--- src/rtl/array_cmd_issuer.sv ---
// rtl/array_cmd_issuer.sv - host command sequencer for the array controller
// Expands host burst commands into per-bank beats with MAC-latency and write->read NOP padding.
module array_cmd_issuer #(
  parameter int BANK_W    = 4,
  parameter int WORD_W    = 8,
  parameter int LEN_W     = 4,
  parameter int MAC_LAT   = 4,
  parameter int WR_RD_GAP = 1
) (
  input  logic              clk,
  input  logic              rst_n,
  input  logic              cmd_valid_i,
  output logic              cmd_ready_o,
  input  logic [1:0]        cmd_op_i,
  input  logic [BANK_W-1:0] cmd_bank_i,
  input  logic [WORD_W-1:0] cmd_word_i,
  input  logic [LEN_W-1:0]  cmd_len_i,
  output logic [1:0]        op_code_o,
  output logic [BANK_W-1:0] bank_sel_o,
  output logic [WORD_W-1:0] word_o,
  output logic              busy_o,
  output logic              done_o
);

  localparam logic [1:0] OP_MAC = 2'b00;
  localparam logic [1:0] OP_RD  = 2'b01;
  localparam logic [1:0] OP_WR  = 2'b10;
  localparam logic [1:0] OP_NOP = 2'b11;

  // Wait counters count down to zero; a load of N gives N+1 cycles in the state.
  // The final beat of a MAC burst waits one cycle less: the done cycle is its last NOP.
  localparam logic [3:0] MAC_WAIT_MID  = 4'(MAC_LAT - 2);
  localparam logic [3:0] MAC_WAIT_LAST = 4'(MAC_LAT - 3);
  localparam logic [3:0] GAP_LOAD      = 4'(WR_RD_GAP - 1);

  typedef enum logic [1:0] {IDLE, GAP, ISSUE, MAC_WAIT} state_t;

  state_t              state_q;
  logic [1:0]          cmd_op_q;
  logic [1:0]          last_op_q;
  logic [LEN_W-1:0]    len_q;
  logic [LEN_W-1:0]    beat_q;
  logic [3:0]          cnt_q;
  logic [1:0]          op_code_q;
  logic [BANK_W-1:0]   bank_sel_q;
  logic [WORD_W-1:0]   word_q;
  logic                busy_q;
  logic                done_q;
  logic                last_beat;

  assign last_beat   = (beat_q == len_q);
  assign cmd_ready_o = (state_q == IDLE);
  assign op_code_o   = op_code_q;
  assign bank_sel_o  = bank_sel_q;
  assign word_o      = word_q;
  assign busy_o      = busy_q;
  assign done_o      = done_q;

  always_ff @(posedge clk or negedge rst_n) begin
    if (!rst_n) begin
      state_q    <= IDLE;
      cmd_op_q   <= OP_NOP;
      last_op_q  <= OP_NOP;
      len_q      <= '0;
      beat_q     <= '0;
      cnt_q      <= '0;
      op_code_q  <= OP_NOP;
      bank_sel_q <= '0;
      word_q     <= '0;
      busy_q     <= 1'b0;
      done_q     <= 1'b0;
    end else begin
      done_q <= 1'b0;
      case (state_q)
        IDLE: begin
          if (cmd_valid_i) begin
            if (cmd_op_i == OP_NOP) begin
              done_q <= 1'b1;
            end else begin
              cmd_op_q   <= cmd_op_i;
              len_q      <= cmd_len_i;
              beat_q     <= '0;
              bank_sel_q <= cmd_bank_i;
              word_q     <= cmd_word_i;
              busy_q     <= 1'b1;
              if (cmd_op_i == OP_RD && last_op_q == OP_WR && WR_RD_GAP > 0) begin
                state_q <= GAP;
                cnt_q   <= GAP_LOAD;
              end else begin
                state_q   <= ISSUE;
                op_code_q <= cmd_op_i;
              end
            end
          end
        end
        GAP: begin
          if (cnt_q == '0) begin
            state_q   <= ISSUE;
            op_code_q <= cmd_op_q;
          end else begin
            cnt_q <= cnt_q - 4'd1;
          end
        end
        ISSUE: begin
          last_op_q <= cmd_op_q;
          if (cmd_op_q == OP_MAC && !last_beat && MAC_LAT > 1) begin
            state_q   <= MAC_WAIT;
            cnt_q     <= MAC_WAIT_MID;
            op_code_q <= OP_NOP;
          end else if (cmd_op_q == OP_MAC && last_beat && MAC_LAT > 2) begin
            state_q   <= MAC_WAIT;
            cnt_q     <= MAC_WAIT_LAST;
            op_code_q <= OP_NOP;
          end else if (last_beat) begin
            state_q   <= IDLE;
            op_code_q <= OP_NOP;
            busy_q    <= 1'b0;
            done_q    <= 1'b1;
          end else begin
            beat_q     <= beat_q + LEN_W'(1);
            bank_sel_q <= bank_sel_q + BANK_W'(1);
          end
        end
        MAC_WAIT: begin
          if (cnt_q != '0) begin
            cnt_q <= cnt_q - 4'd1;
          end else if (last_beat) begin
            state_q <= IDLE;
            busy_q  <= 1'b0;
            done_q  <= 1'b1;
          end else begin
            state_q    <= ISSUE;
            op_code_q  <= cmd_op_q;
            beat_q     <= beat_q + LEN_W'(1);
            bank_sel_q <= bank_sel_q + BANK_W'(1);
          end
        end
        default: state_q <= IDLE;
      endcase
    end
  end

endmodule

--- config.mk ---
export PLATFORM = sky130hd
export DESIGN_NAME = array_cmd_issuer
export DESIGN_NICKNAME = d
export VERILOG_FILES = /design/src/rtl/array_cmd_issuer.sv
export SDC_FILE = /design/constraint.sdc
export NUM_CORES = 1
export LEC_CHECK = 0
export ABC_AREA = 1
export ABC_CLOCK_PERIOD_IN_PS = 1800
export CORE_ASPECT_RATIO = 1.25
export CORE_MARGIN = 2
export CORE_UTILIZATION = 47
export CTS_BUF_LIST = sky130_fd_sc_hd__clkbuf_16
export CTS_CLUSTER_DIAMETER = 50
export DETAILED_ROUTE_END_ITERATION = 12
export MAX_ROUTING_LAYER = met4
export PLACE_DENSITY = 0.84
export SYNTH_ARGS = -nofsm -noshare
export SYNTH_HDL_FRONTEND = slang
export SYNTH_SLANG_ARGS = --single-unit
--- constraint.sdc ---
create_clock -name clk -period 1.8 [get_ports clk]
set_input_delay 0.36 -clock clk [delete_from_list [all_inputs] [get_ports clk]]
set_output_delay 0.36 -clock clk [all_outputs]
set_load 0.02 [all_outputs]
* After elaboration in Yosys (flattened, before gate mapping)
Index checks and enable logic that the tools add are counted.
Storage, ports and cells: register bits 34, input bits 21, output and inout bits 17, word-level logic and storage cells 105
Operators by class: add/subtract/negate cells 3, eq/ne operators 20, multiplexer cells 56, bitwise operators 1, reductions and logical operators 14
Operators by type and width (count):
- $mux W4 | 19
- $mux W2 | 18
- $pmux W4 S3 | 2
- $ne A2 B2 Y1 const B | 10
- $pmux W2 S4 | 2
- $pmux W4 S4 | 1
- $mux W1 | 12
- $reduce_and A6 Y1 | 2
- $add A4 B1 Y4 const B | 2
- $eq A2 B2 Y1 const B | 4
- $reduce_and A7 Y1 | 1
- $pmux W1 S3 | 2
- $reduce_and A5 Y1 | 1
- $eq A2 B1 Y1 const B | 2
- $eq A4 B4 Y1 | 1
- $logic_not A2 Y1 | 2
- $logic_not A4 Y1 | 1
- $ne A4 B4 Y1 const B | 1
- $reduce_bool A4 Y1 | 1
- $sub A4 B1 Y4 const B | 1
- $logic_and A1 B1 Y1 | 3
- $ne A3 B3 Y1 const B | 1
- $reduce_and A3 Y1 | 1
- $reduce_bool A3 Y1 | 1
- other kinds (3) | 3

* Depth between registers and ports, before layout
depth in word-level cells 6, depth in mapped cells 10, mapped depth without buffers 10

* Worst setup path before layout
Ideal clock, no wire load.
path type register to register, start reg state_q[0], end reg beat_q[3], library setup time 0.074 ns, data arrival time 1.629 ns, required time 1.726 ns, path slack 0.097 ns, cell stages (with the launch flop) 10, buffers on the path 1, clock period less this slack 1.703 ns, cell sequence dfrtp_1 > inv_1 > ha_1 > inv_2 > a21oi_2 > nor2_4 > nand3_4 > buf_12 > nand2_1 > o21ai_2
On the way: longest elaborated chain between the ends 3, elaborated cells on any way between the ends 11, classes of those cells eq/ne: 7; mux: 1; reduce/logical: 3
RTL lines:
- start, declared | RTL line 38 | state_t state_q;
- start signal, assigned | RTL line 61 | state_q <= IDLE;
- start signal, assigned | RTL line 87 | state_q <= GAP;
- start signal, assigned | RTL line 90 | state_q <= ISSUE;
- $logic_not A2 Y1 *
- via cmd_ready_o | RTL line 13 | output logic cmd_ready_o,
- $ne A2 B2 Y1 (no line) / $reduce_bool A3 Y1 (equally long branches)
- $reduce_and A6 Y1 (no line)
- end signal, assigned | RTL line 120 | beat_q <= beat_q + LEN_W'(1);
- end signal, assigned | RTL line 134 | beat_q <= beat_q + LEN_W'(1);
- end, declared | RTL line 42 | logic [LEN_W-1:0] beat_q;
The timed path passes the listed nets; every way through them passes the cells marked *. A chain may end at the register's enable or synchronous reset.

* Worst setup path after layout
start reg op_code_q[0] (netlist: op_code_o[0]), end out op_code_o[0]
RTL lines:
- start, declared | RTL line 44 | logic [1:0] op_code_q;
- start signal, assigned | RTL line 91 | op_code_q <= cmd_op_i;
- start signal, assigned | RTL line 99 | op_code_q <= cmd_op_q;
- start signal, assigned | RTL line 133 | op_code_q <= cmd_op_q;
- end, declared | RTL line 18 | output logic [1:0] op_code_o,
No word-level cell between the ends.

==> metrics.csv <==
metric;value;unit
Initial Util;0.483;
number of global-route vias before repair;1688;
max-cap violations;0;
synthesized-area fraction occupied by xor and xnor cells;0.0134;
CP delay by family, top;buffers and inverters;
Relative slew margins;0.721;
Pwr Density;2090;mW/mm^2
Cell Count, Final, Fillers Out;336;
GRT overflow;0;
Total GRT Usage;0.205;
Buf/Inv on CP;1;
H-tree depth;2;
Crit Path Category;reg2out;
most frequent cell after synthesis;nand2_1;
CTS Sinks;34;
Layout area overhead;35.6;%
Post-synth top cells;54 x nand2_1, 30 x inv_1, 28 x dfrtp_1;
TritonRoute pass-1 iters;4;
first-pass GRT wire length;7.10;mm
Final Hold Viols;0;
Cells after Synth;229;
Gate power share;0.569;
Synth Cell Area;0.00196;sq mm
Routed wire per std cell;12.4;um
worst vdd ir;1090;uV
# setup viols final;0;
layout cells sized above 1;0.236;
RePlAce Congestion;0.884;
CTS tree;built;
Port Buffer Count;37;
Ports;38;
slowest stage delay, CP;0.59;ns
die width;61.8;um
cell leakage power;1.26;nW
CTS root buffer;clkbuf_16;
CP endpoint kind;output port;
CP Launch Type;flip-flop;
crit-path cells;clkdlybuf4s50_1;
vias per cell;5.00;
Worst Hold Class;in2async;
Levels on crit path;1;
Crit Path Max Fanout;2;
Synth Area in Adders;0.0510;
largest net degree at the start of global routing;35;
Inserted Diodes;0;
Clk pwr share;0.177;
Internal Pwr Total;0.00314;W
RSZ-0062 raised after global routing;no;
CTS max path bufs;2;
setup TNS;0;ns
Final Power;0.00556;W
DRT antenna net count;0;
post-synthesis sequential element count;34;
share of the synthesized area in the top cell type;0.357;
Worst Reg-to-Reg Cells;9;
Post-synth ARST share;1.00;
syn avg cell area;8.58;sq um
TritonCTS Buffers;5;
Max Freq;0.569;GHz
Post-synth EDFFs;0;
main flop type after synthesis;dfrtp_1;
Starting DRT DRC Count;63;
Req. time, crit path;1.44;ns
post-route cell area;0.00266;sq mm
nets@finish;308;
Synth area leaders;dfrtp_1 36%, nand2_1 10%, dfstp_2 8.0%;
CP arrival;1.40;ns
hold_buf cts;0;
die area;0.00472;sq mm
sequential cell fraction of total power;0.253;
post-DP HPWL;3.01;mm
Compound-Gate Fraction of Synth Area;0.129;
Die H;76.3;um
Crit-path slowest cell;clkdlybuf4s50_1;
Yosys top cell by area;dfrtp_1;
synth unique cells;27;
largest family of logic cells by synthesized area;simple AND/OR/NAND/NOR gates;
Hold Worst Slack;0.476;ns
final WL;4.17;mm
Yosys warning total;0;
Sw Pwr;0.00242;W
initial antenna violation count;0;
clock skew;0.00444;ns
Sw Share;0.435;
sequential-to-total area share from yosys stat;0.437;
status;completed;
Synthesized Nets;258;
Worst-Skew Late Latency;0.28;ns
placed insts;326;
core region area;0.00407;sq mm
Clock transition at path regs;0.06;ns
shortest period the worst path allows;1.76;ns
Post-DP Area;0.00244;sq mm
multiplexer area fraction after synthesis;0.0561;
Residual DRC;0;
FP Rows;26;
Synth Area in Simple Gates;0.232;
fin crit share;0.977;
fin. max-slew vios;0;
vias;1681;
Worst-Margin Slew;0.419;ns
==> placed cells by master, fill, tap and decap left out, drive strengths merged, types with 2 or more instances in the layout <==
master,count
clkdlybuf4s50,36
clkinvlp,2
clkbuf,5
mux2i,2
mux2,8
xor2,3
nor2,17
buf,8
dfstp,6
nor3,2
ha,8
a21oi,11
o21ai,33
nand3,12
nand2,61
inv,35
dfrtp,28
==> cells by family after synthesis <==
group                      Yosys count
and+or+nand+nor                     92
AOI/OAI and AO/OA                   44
buffers and inverters               38
DFF                                 34
muxes                               10
adders and majority gates            8
xor gates and xnor gates             3
==> metal layers <==
layer / routed length [um] / vias to the layer above / GRT usage
li1: - / 834 / -
met1: 1650 / 796 / 0.225
met2: 2240 / 39 / 0.344
met3: 165 / 12 / 0.0458
met4: 108 / 0 / 0.0830
met5: 0 / - / -
==> registers in the layout, summed over array words and instances, names as in the netlist <==
| register | cells |
|---|---|
| bank_sel_o | 4 |
| beat_q | 4 |
| busy_o | 1 |
| cmd_op_q | 2 |
| cnt_q | 4 |
| done_o | 1 |
| last_op_q | 2 |
| len_q | 4 |
| op_code_o | 2 |
| state_q | 2 |
| word_o | 8 |
==> worst paths after layout <==
kind | startpoint | to | slack [ns]
worst min-delay path | rst_n | cnt_q[1]$_DFFE_PN0P_ | 0.48
worst min register to register | op_code_o[1]$_DFFE_PN1P_ | op_code_o[1]$_DFFE_PN1P_ | 0.48
worst max register to register | state_q[1]$_DFFE_PN0P_ | beat_q[3]$_DFFE_PN0P_ | 0.15
max in group asynchronous | rst_n | last_op_q[1]$_DFFE_PN1P_ | 0.99
worst max-delay path | op_code_o[0]$_DFFE_PN1P_ | op_code_o[0] | 0.04
min in group clk | op_code_o[1]$_DFFE_PN1P_ | op_code_o[1]$_DFFE_PN1P_ | 0.48
==> layout make-up <==
class	count	area, sq um
multi-input combinational	158	991
timing repair buffer	45	442
inverter	35	131
clock inverter	3	45.0
sequential	34	860
fill	328	1400
clock buffer	5	125
tap	56	70.1
==> power groups by stage <==
| stage | Combinational, W | Clock, W | Sequential (W) |
|---|---|---|---|
| after global placement | 0.00292 | 0 | 0.00139 |
| after detailed placement | 0.00301 | 0 | 0.00141 |
| after global routing | 0.00353 | 0.00102 | 0.00146 |
| after CTS | 0.00302 | 0.00100 | 0.00140 |
| after floorplan | 0.00200 | 0 | 0.00158 |
| final | 0.00316 | 0.000986 | 0.00141 |
==> timing repair <==
action	CTS	global route
pin swaps	0	2
gates cloned	0	1
buffers inserted	0	1
gates resized for setup	1	11
setup endpoints to repair	1	15
==> stage by stage <==
step,setup WS (ns),util
after floorplan,0.0973,-
after global placement,0.0321,0.600
after detailed placement,-0.00837,0.600
after CTS,0.0320,0.642
after global routing,0.000630,0.655
final,0.0417,0.655
(Power assumes the default switching activity.)
